**src/rtl/seq_detect_ctrl_if.sv**
```systemverilog
// Front-end and detector-side signals of the 1011 detector sequencer.
// The master side is the register front end plus the detector; the slave side is the controller.
interface seq_detect_ctrl_if #(
    parameter int W     = 16,
    parameter int CNT_W = 5,
    parameter int IDX_W = 4
);
    logic             start;
    logic [W-1:0]     data_in;
    logic             busy;
    logic             done;
    logic [CNT_W-1:0] match_cnt;
    logic             first_valid;
    logic [IDX_W-1:0] first_idx;
    logic             det_x;
    logic             det_rst;
    logic             det_z;

    modport master (
        output start, data_in, det_z,
        input  busy, done, match_cnt, first_valid, first_idx, det_x, det_rst
    );

    modport slave (
        input  start, data_in, det_z,
        output busy, done, match_cnt, first_valid, first_idx, det_x, det_rst
    );
endinterface

```
**src/rtl/seq_detect_ctrl.sv**
```systemverilog
// Sequencer for a serial 1011 detector: clears it, shifts a word in MSB-first, counts match pulses.
// Latency start->done is W+2 cycles; start is only honoured in IDLE (no queuing, no backpressure).
module seq_detect_ctrl #(
    parameter int W     = 16,
    parameter int CNT_W = 5,
    parameter int IDX_W = 4
) (
    input  logic              clk,
    input  logic              reset,
    seq_detect_ctrl_if.slave  bus
);
    typedef enum logic [1:0] {
        IDLE  = 2'd0,
        CLEAR = 2'd1,
        SHIFT = 2'd2,
        DONE  = 2'd3
    } state_t;

    localparam logic [IDX_W-1:0] LAST_BIT = IDX_W'(W - 1);
    localparam logic [CNT_W-1:0] CNT_MAX  = {CNT_W{1'b1}};

    state_t           state_q, state_d;
    logic [W-1:0]     sh_q, sh_d;
    logic [IDX_W-1:0] bit_q, bit_d;
    logic [CNT_W-1:0] cnt_q, cnt_d;
    logic             fv_q, fv_d;
    logic [IDX_W-1:0] fidx_q, fidx_d;
    logic             busy_q, busy_d;
    logic             done_q, done_d;
    logic             det_x_q, det_x_d;
    logic             clear_q, clear_d;

    always_comb begin
        state_d = state_q;
        sh_d    = sh_q;
        bit_d   = bit_q;
        cnt_d   = cnt_q;
        fv_d    = fv_q;
        fidx_d  = fidx_q;
        busy_d  = busy_q;
        done_d  = 1'b0;
        det_x_d = det_x_q;
        clear_d = 1'b0;

        case (state_q)
            IDLE: begin
                busy_d  = 1'b0;
                det_x_d = 1'b0;
                if (bus.start) begin
                    // Results are wiped as the run is accepted so they read zero throughout CLEAR.
                    state_d = CLEAR;
                    sh_d    = bus.data_in;
                    bit_d   = '0;
                    cnt_d   = '0;
                    fv_d    = 1'b0;
                    fidx_d  = '0;
                    busy_d  = 1'b1;
                    clear_d = 1'b1;
                end
            end
            CLEAR: begin
                state_d = SHIFT;
                det_x_d = sh_q[W-1];
            end
            SHIFT: begin
                if (bus.det_z) begin
                    if (cnt_q != CNT_MAX) begin
                        cnt_d = cnt_q + 1'b1;
                    end
                    if (!fv_q) begin
                        fv_d   = 1'b1;
                        fidx_d = bit_q;
                    end
                end
                sh_d  = {sh_q[W-2:0], 1'b0};
                bit_d = bit_q + 1'b1;
                if (bit_q == LAST_BIT) begin
                    state_d = DONE;
                    busy_d  = 1'b0;
                    done_d  = 1'b1;
                    det_x_d = 1'b0;
                end else begin
                    // det_x is registered, so present the bit that follows the one on the wire now.
                    det_x_d = sh_q[W-2];
                end
            end
            DONE: begin
                state_d = IDLE;
            end
            default: begin
                state_d = IDLE;
            end
        endcase
    end

    always_ff @(posedge clk) begin
        if (reset) begin
            state_q <= IDLE;
            sh_q    <= '0;
            bit_q   <= '0;
            cnt_q   <= '0;
            fv_q    <= 1'b0;
            fidx_q  <= '0;
            busy_q  <= 1'b0;
            done_q  <= 1'b0;
            det_x_q <= 1'b0;
            clear_q <= 1'b0;
        end else begin
            state_q <= state_d;
            sh_q    <= sh_d;
            bit_q   <= bit_d;
            cnt_q   <= cnt_d;
            fv_q    <= fv_d;
            fidx_q  <= fidx_d;
            busy_q  <= busy_d;
            done_q  <= done_d;
            det_x_q <= det_x_d;
            clear_q <= clear_d;
        end
    end

    // The detector must also be held clear for as long as the controller itself is in reset.
    assign bus.det_rst     = reset | clear_q;
    assign bus.det_x       = det_x_q;
    assign bus.busy        = busy_q;
    assign bus.done        = done_q;
    assign bus.match_cnt   = cnt_q;
    assign bus.first_valid = fv_q;
    assign bus.first_idx   = fidx_q;
endmodule

```
**src/flat_wrapper.sv**
```systemverilog
// flat-port wrapper written by rule: the top's interface ports become plain ports
module seq_detect_ctrl_flat 
#(
    parameter int W     = 16,
    parameter int CNT_W = 5,
    parameter int IDX_W = 4
)
  (clk, reset, bus_start, bus_data_in, bus_det_z, bus_busy, bus_done, bus_match_cnt, bus_first_valid, bus_first_idx, bus_det_x, bus_det_rst);
  seq_detect_ctrl_if #(.W(W), .CNT_W(CNT_W), .IDX_W(IDX_W)) bus_i ();
  input  logic clk;
  input  logic reset;
  input wire logic [$bits(bus_i.start)-1:0] bus_start;
  input wire logic [$bits(bus_i.data_in)-1:0] bus_data_in;
  input wire logic [$bits(bus_i.det_z)-1:0] bus_det_z;
  output wire logic [$bits(bus_i.busy)-1:0] bus_busy;
  output wire logic [$bits(bus_i.done)-1:0] bus_done;
  output wire logic [$bits(bus_i.match_cnt)-1:0] bus_match_cnt;
  output wire logic [$bits(bus_i.first_valid)-1:0] bus_first_valid;
  output wire logic [$bits(bus_i.first_idx)-1:0] bus_first_idx;
  output wire logic [$bits(bus_i.det_x)-1:0] bus_det_x;
  output wire logic [$bits(bus_i.det_rst)-1:0] bus_det_rst;
  assign bus_i.start = bus_start;
  assign bus_i.data_in = bus_data_in;
  assign bus_i.det_z = bus_det_z;
  assign bus_busy = bus_i.busy;
  assign bus_done = bus_i.done;
  assign bus_match_cnt = bus_i.match_cnt;
  assign bus_first_valid = bus_i.first_valid;
  assign bus_first_idx = bus_i.first_idx;
  assign bus_det_x = bus_i.det_x;
  assign bus_det_rst = bus_i.det_rst;
  seq_detect_ctrl #(.W(W), .CNT_W(CNT_W), .IDX_W(IDX_W)) u_core (.clk(clk), .reset(reset), .bus(bus_i));
endmodule
```
**config.mk**
```make
export PLATFORM = sky130hd
export DESIGN_NAME = seq_detect_ctrl_flat
export DESIGN_NICKNAME = d
export VERILOG_FILES = /design/src/rtl/seq_detect_ctrl_if.sv /design/src/rtl/seq_detect_ctrl.sv /design/src/flat_wrapper.sv
export SDC_FILE = /design/constraint.sdc
export NUM_CORES = 1
export LEC_CHECK = 0
export CAP_MARGIN = 20
export CORE_MARGIN = 2
export CORE_UTILIZATION = 41
export CTS_CLUSTER_SIZE = 28
export DETAILED_ROUTE_END_ITERATION = 8
export PLACE_DENSITY = 0.76
export RECOVER_POWER = 100
export SLEW_MARGIN = 20
export SYNTH_ARGS = -nofsm -noshare
export SYNTH_HDL_FRONTEND = slang
export SYNTH_SLANG_ARGS = --single-unit
export TNS_END_PERCENT = 50
```
**constraint.sdc**
```tcl
create_clock -name clk -period 1.57 [get_ports clk]
set_input_delay 0.471 -clock clk [delete_from_list [all_inputs] [get_ports clk]]
set_output_delay 0.471 -clock clk [all_outputs]
set_load 0.1 [all_outputs]
```
==> flow_metrics.env, run 1 <==
export IMPL_outcome="complete, no violations"
export IMPL_dp_hpwl_um=2450
export IMPL_clockBufferDepth=2
export IMPL_critPathArrivalTime_ps=1710
export IMPL_portBuffers=33
export IMPL_synth_ff_type="dfxtp_1"
export IMPL_p_int_w=0.00254
export IMPL_yosys_register_bits=36
export IMPL_crit_slowest_cell="dfxtp_4"
export IMPL_fin_util_pct=61.0
export IMPL_fp_dieH_um=67.8
export IMPL_max_clock_freq_mhz=649
export IMPL_crit_fanout=5
export IMPL_htreeDepth=2
export IMPL_slew_headroom_pct=75.5
export IMPL_critPathKind="reg -> reg"
export IMPL_setup_slack_ps=29.1
export IMPL_place_congestion=0.739
export IMPL_via_per_inst=5.05
export IMPL_pre_cts_slack_ps=-422
export IMPL_worstPathCellList="ha_4 -> and3_4 -> ha_4 -> nand2b_4 -> a21oi_4 -> mux2i_1 -> nor2_1"
export IMPL_finalClockSkew_ps=4.18
export IMPL_worst_ep_required_time_ps=1740
export IMPL_cts_tree="yes"
export IMPL_peakVddDrop_mv=1.11
export IMPL_synth_fp_nets=209
export IMPL_cp_buffers_inverters=0
export IMPL_p_comb_share_pct=55.6
export IMPL_cts_root_buffer="clkbuf_8"
export IMPL_synth_most_common_cell="dfxtp_1"
export IMPL_leakage_nw=0.891
export IMPL_n_antenna_cell=0
export IMPL_powerDensity_nw_per_um2=1770
export IMPL_grt_pass1_wl_um=6140
export IMPL_min_period_over_period_pct=98.1
export IMPL_async_reset_ff_share_pct=0
export IMPL_hold_viol_final=0
export IMPL_core_um2=3940
export IMPL_num_rows=23
export IMPL_finalSetupTns_ps=0
export IMPL_syn_to_final_growth_pct=44.3
export IMPL_first_pass_iters=4
export IMPL_max_stage_delay_ps=350
export IMPL_clkPwrFrac_pct=14.5
export IMPL_final_cell_area_um2=2400
export IMPL_maxSlewViolCount=0
export IMPL_cts_sinks=36
export IMPL_cp_end_kind="flip-flop"
export IMPL_cap_viol_max_count=0
export IMPL_drc_errors=0
export IMPL_power_w=0.00425
export IMPL_drt_initial_drc_count=78
export IMPL_synth_distinct_cells=28
export IMPL_p_seq_share_pct=29.9
export IMPL_cts_buffers=5
export IMPL_p_sw_w=0.00171
export IMPL_sw_frac_of_total_pct=40.3
export IMPL_synth_edf_count=0
export IMPL_antenna_left=0
export IMPL_startpoint_type="flip-flop"
export IMPL_synth_common_cells="dfxtp_1 (36), nor2_1 (30), mux2i_1 (18)"
export IMPL_place_area_um2=2360
export IMPL_avgSynthCellArea_um2=9.16
export IMPL_clk_pin_slew_ps=70
export IMPL_grt_pass1_vias=1389
export IMPL_ys_seq_area_share_pct=43.2
export IMPL_layout_drive_gt1_share_pct=28.4
export IMPL_grtUsageTotal_pct=18.0
export IMPL_clkLatencyLatePin_ps=290
export IMPL_setup_viol=0
export IMPL_period_needed_ps=1540
export IMPL_wl_per_cell_um=13.4
export IMPL_rsz0062_at_grt="true"
export IMPL_path_delay_family="simple AND/OR/NAND/NOR gates"
export IMPL_dr_total_vias=1423
export IMPL_yosysWarnings=0
export IMPL_crit_path_frequent_cell="ha_4"
export IMPL_die_w_um=67.8
export IMPL_synth_top_cells_by_area="dfxtp_1 (43%), mux2i_1 (11%), a211oi_1 (6.8%)"
export IMPL_syn_inst=182
export IMPL_antenna_found_initial=0
export IMPL_cts_hold_buf=0
export IMPL_netlist_area_um2=1670
export IMPL_io_pins=34
export IMPL_nets=258
export IMPL_worstMarginPinSlew_ps=367
export IMPL_overflow=0
export IMPL_grt_max_degree=34
export IMPL_yosys_area_top_type="dfxtp_1"
export IMPL_dieArea_um2=4590
export IMPL_finalWirelength_um=3770
export IMPL_netlist_area_leader_share_pct=43.2
export IMPL_start_util_pct=42.3
export IMPL_min_path_type="reg -> reg"
-- timing repair --
item | CTS | global route
pin swaps | 2 | 0
setup buffers | 0 | 1
cloned | 1 | 0
gates resized for setup | 13 | 13
setup endpoints to repair | 23 | 31
-- kinds of logic (layout without fill, tap and decap cells) --
group	after synthesis	after routing	share of synthesized area, %
simple gates	64	64	18.4
flops	36	36	43.2
buf+inv	15	65	3.90
fa+ha+maj	7	7	5.26
mux	19	19	12.2
compound gates	39	39	16.0
xor+xnor	2	2	1.05
-- worst register-to-register path: stages, from the launching register on --
cell and delay [ps]:
dfxtp_4 350, ha_4 160, and3_4 180, ha_4 140, nand2b_4 150, a21oi_4 190
mux2i_1 200, nor2_1 50
-- layout make-up --
cell class	count	area, um^2
Sequential cell	36	738
Fill cell	327	1540
Multi-Input combinational cell	131	1010
Clock inverter	1	3.75
Tap cell	50	62.6
Inverter	4	17.5
Clock buffer	7	76.3
Timing Repair Buffer	53	500
-- per-layer routing --
layer,vias to the layer above,global-route usage (%),part of all wire [%]
li1,740,-,-
met1,653,23.5,45
met2,23,27.9,49
met3,7,4.17,3.1
met4,0,8.67,2.8
met5,-,0,0
-- path summary, 6_finish.rpt --
check,from,endpoint,slack [ps],cells after the start
worst min register to register,u_core.bus.first_idx[1]$_SDFFE_PP0P_,u_core.bus.first_idx[1]$_SDFFE_PP0P_,470,2
worst min-delay path,u_core.bus.first_idx[1]$_SDFFE_PP0P_,u_core.bus.first_idx[1]$_SDFFE_PP0P_,470,2
worst max-delay path,u_core.bus.match_cnt[1]$_SDFFE_PP0P_,u_core.bus.match_cnt[0]$_SDFFE_PP0P_,30,7
worst max register to register,u_core.bus.match_cnt[1]$_SDFFE_PP0P_,u_core.bus.match_cnt[0]$_SDFFE_PP0P_,30,7
-- cells in the final DEF, fill, tap and decap left out, types with 3 or more instances in the layout --
master / netlist / final
clkbuf_1: 4 / 3
dfxtp_1: 36 / 30
buf_12: 0 / 3
nand2b_1: 12 / 10
clkbuf_4: 0 / 10
a211oi_2: 2 / 4
clkbuf_8: 0 / 5
mux2i_1: 18 / 18
buf_6: 0 / 5
dfxtp_4: 0 / 4
ha_1: 7 / 3
nand3_1: 10 / 9
clkdlybuf4s50_1: 0 / 17
ha_4: 0 / 4
buf_4: 0 / 13
a211oi_1: 15 / 13
a21oi_1: 14 / 13
inv_1: 4 / 3
nor2_1: 30 / 29
-- sequential cells by signal (all words and copies together), names as in the netlist --
signal,cells
u_core.sh_q,16
u_core.bus.match_cnt,5
u_core.bit_q,4
u_core.bus.first_idx,4
u_core.state_q,2
u_core.bus.busy,1
u_core.bus.det_x,1
u_core.bus.done,1
u_core.bus.first_valid,1
u_core.clear_q,1
-- stage by stage --
step / hold slack (ps) / instances
final: 471 / 282
after floorplan: 471 / 182
after global placement: 486 / 272
after CTS: 500 / 281
after global routing: 503 / 282
after detailed placement: 494 / 272
-- power groups by stage --
stage	sequential [W]	clock, W	combinational, W
after floorplan	0.00144	0	0.00120
after global placement	0.00127	0	0.00199
after detailed placement	0.00128	0	0.00204
after CTS	0.00126	0.000638	0.00234
after global routing	0.00129	0.000680	0.00257
final	0.00127	0.000615	0.00237
Note: power is estimated with default switching activity, not from simulation.
==> run 2, diff against run 1 <==
--- a/config.mk
+++ b/config.mk
@@ -10,7 +10,7 @@
 export CORE_UTILIZATION = 41
 export CTS_CLUSTER_SIZE = 28
 export DETAILED_ROUTE_END_ITERATION = 8
-export PLACE_DENSITY = 0.76
+export PLACE_DENSITY = 0.69
 export RECOVER_POWER = 100
 export SLEW_MARGIN = 20
 export SYNTH_ARGS = -nofsm -noshare
==> run 2 against run 1 <==
Effect of this change: the run now ends with negative setup slack left; via count increased by 3.9%; maximum frequency decreased by 3.5%; highest routed layer unchanged; critical path type unchanged; largest power group unchanged; wire length increased by 10%.
==> flow_metrics.env, run 2 (synthesis results as in run 1) <==
export IMPL_finalSetupTns_ps=-27.5
export IMPL_rsz0062_at_grt="true"
export IMPL_powerDensity_nw_per_um2=1890
export IMPL_peakVddDrop_mv=1.06
export IMPL_num_rows=23
export IMPL_clockBufferDepth=2
export IMPL_leakage_nw=0.931
export IMPL_worst_ep_required_time_ps=1730
export IMPL_cts_tree="yes"
export IMPL_place_area_um2=2370
export IMPL_largest_register="u_core.sh_q"
export IMPL_syn_to_final_growth_pct=53.2
export IMPL_violations="negative setup slack"
export IMPL_r2r_cells=6
export IMPL_hold_depth=2
export IMPL_critPathKind="reg -> reg"
export IMPL_grt_max_degree=34
export IMPL_overflow=0
export IMPL_htreeDepth=2
export IMPL_hold_viol_final=0
export IMPL_hold_slack_ps=473
export IMPL_finalClockSkew_ps=3.94
export IMPL_die_w_um=67.8
export IMPL_cp_end_kind="flip-flop"
export IMPL_core_um2=3940
export IMPL_grt_pass1_vias=1454
export IMPL_critPathArrivalTime_ps=1760
export IMPL_setup_slack_ps=-27.5
export IMPL_dr_total_vias=1479
export IMPL_cap_viol_max_count=0
export IMPL_outcome="finished, violations left"
export IMPL_worstMarginPinSlew_ps=472
export IMPL_io_pins=34
export IMPL_clk_pin_slew_ps=70
export IMPL_cts_buffers=5
export IMPL_n_antenna_cell=0
export IMPL_fp_dieH_um=67.8
export IMPL_nets=260
export IMPL_portBuffers=33
export IMPL_startpoint_type="flip-flop"
export IMPL_max_stage_delay_ps=360
export IMPL_start_util_pct=42.3
export IMPL_place_congestion=0.799
export IMPL_layout_drive_gt1_share_pct=34.6
export IMPL_pre_cts_slack_ps=-418
export IMPL_fin_util_pct=64.8
export IMPL_maxSlewViolCount=0
export IMPL_drt_initial_drc_count=72
export IMPL_final_cell_mix="dfxtp_1 (30), nor2_1 (29), mux2i_1 (17), clkdlybuf4s50_1 (17), a211oi_2 (15)"
export IMPL_first_pass_iters=4
export IMPL_layout_commonest_cell="dfxtp_1"
export IMPL_cts_root_buffer="clkbuf_8"
export IMPL_setup_viol=1
export IMPL_wl_per_cell_um=14.6
export IMPL_clkLatencyLatePin_ps=280
export IMPL_worstPathCellList="inv_2 -> clkbuf_1 -> ha_4 -> buf_6 -> mux2i_1 -> a211oi_4"
export IMPL_crit_fanout=15
export IMPL_slew_headroom_pct=68.5
export IMPL_grt_pass1_wl_um=6440
export IMPL_min_period_over_period_pct=102
export IMPL_rrSetupSlack_ps=-30
export IMPL_via_per_inst=5.21
export IMPL_max_clock_freq_mhz=626
export IMPL_grtUsageTotal_pct=18.9
export IMPL_crit_slowest_cell="mux2i_1"
export IMPL_period_needed_ps=1600
export IMPL_min_path_type="reg -> reg"
export IMPL_antenna_left=0
export IMPL_cts_sinks=36
export IMPL_finalWirelength_um=4150
export IMPL_dp_hpwl_um=2560
export IMPL_largest_reg_flops=16
export IMPL_antenna_found_initial=0
export IMPL_final_cell_area_um2=2550
export IMPL_dieArea_um2=4590
export IMPL_fill_cells=295
export IMPL_drc_errors=0
==> run 2: changes by cell type in the layout (fill, tap and decap cells not counted), sizes merged <==
cell | previous run | this run
buf | 21 | 22
mux2i | 19 | 20
clkdlybuf4s15 | 0 | 1
bufbuf | 1 | 0
==> run 2: worst paths after layout <==
kind                                                           start                              endpoint
worst max register to register        u_core.state_q[0]$_SDFFE_PP0P_           u_core.sh_q[9]$_SDFFE_PP0P_
worst min register to register  u_core.bus.first_idx[3]$_SDFFE_PP0P_  u_core.bus.first_idx[3]$_SDFFE_PP0P_
worst min-delay path            u_core.bus.first_idx[3]$_SDFFE_PP0P_  u_core.bus.first_idx[3]$_SDFFE_PP0P_
worst max-delay path                  u_core.state_q[0]$_SDFFE_PP0P_           u_core.sh_q[9]$_SDFFE_PP0P_
==> run 2: through the flow <==
stage	total power [W]	instances
floorplan	0.00263	182
global placement	0.00326	271
finish	0.00482	284
global route	0.00509	284
detailed placement	0.00334	271
CTS	0.00446	281
==> run 2: power breakdown <==
group / internal [W] / switching, W / total, W
Sequential: 0.00113 / 0.000137 / 0.00127
Combinational: 0.00132 / 0.00149 / 0.00282
Clock: 0.000407 / 0.000324 / 0.000731
==> run 2: cell type report <==
type | instances | area [um^2] | share of cell area, %
Clock inverter | 1 | 5.00 | 0.196
Inverter | 4 | 15.0 | 0.588
Clock buffer | 7 | 97.6 | 3.82
Sequential cell | 36 | 738 | 28.9
Tap cell | 50 | 62.6 | 2.45
Timing Repair Buffer | 54 | 544 | 21.3
Multi-Input combinational cell | 132 | 1090 | 42.7
==> run 2: repair_timing <==
| item | CTS | global route |
|---|---|---|
| setup endpoints to repair | 29 | 26 |
| cloned | 2 | 1 |
| gates resized for setup | 12 | 26 |
| setup buffers | 0 | 2 |
| pin swaps | 1 | 3 |
| hold buffers | 0 | 0 |
==> run 2: worst max-delay path: cells and delay by family (launching register included) <==
kind | cells | cell delay (ps)
buf+inv | 3 | 450
compound gates | 1 | 100
flops | 1 | 330
fa+ha+maj | 1 | 230
mux | 1 | 360
==> run 2: routing by layer <==
layer	track usage [%]	up-vias	wire (um)
met4	7.14	0	50
met5	0	-	0
met1	23.5	710	1880
met3	5.50	4	160
met2	30.6	26	2060
li1	-	739	-
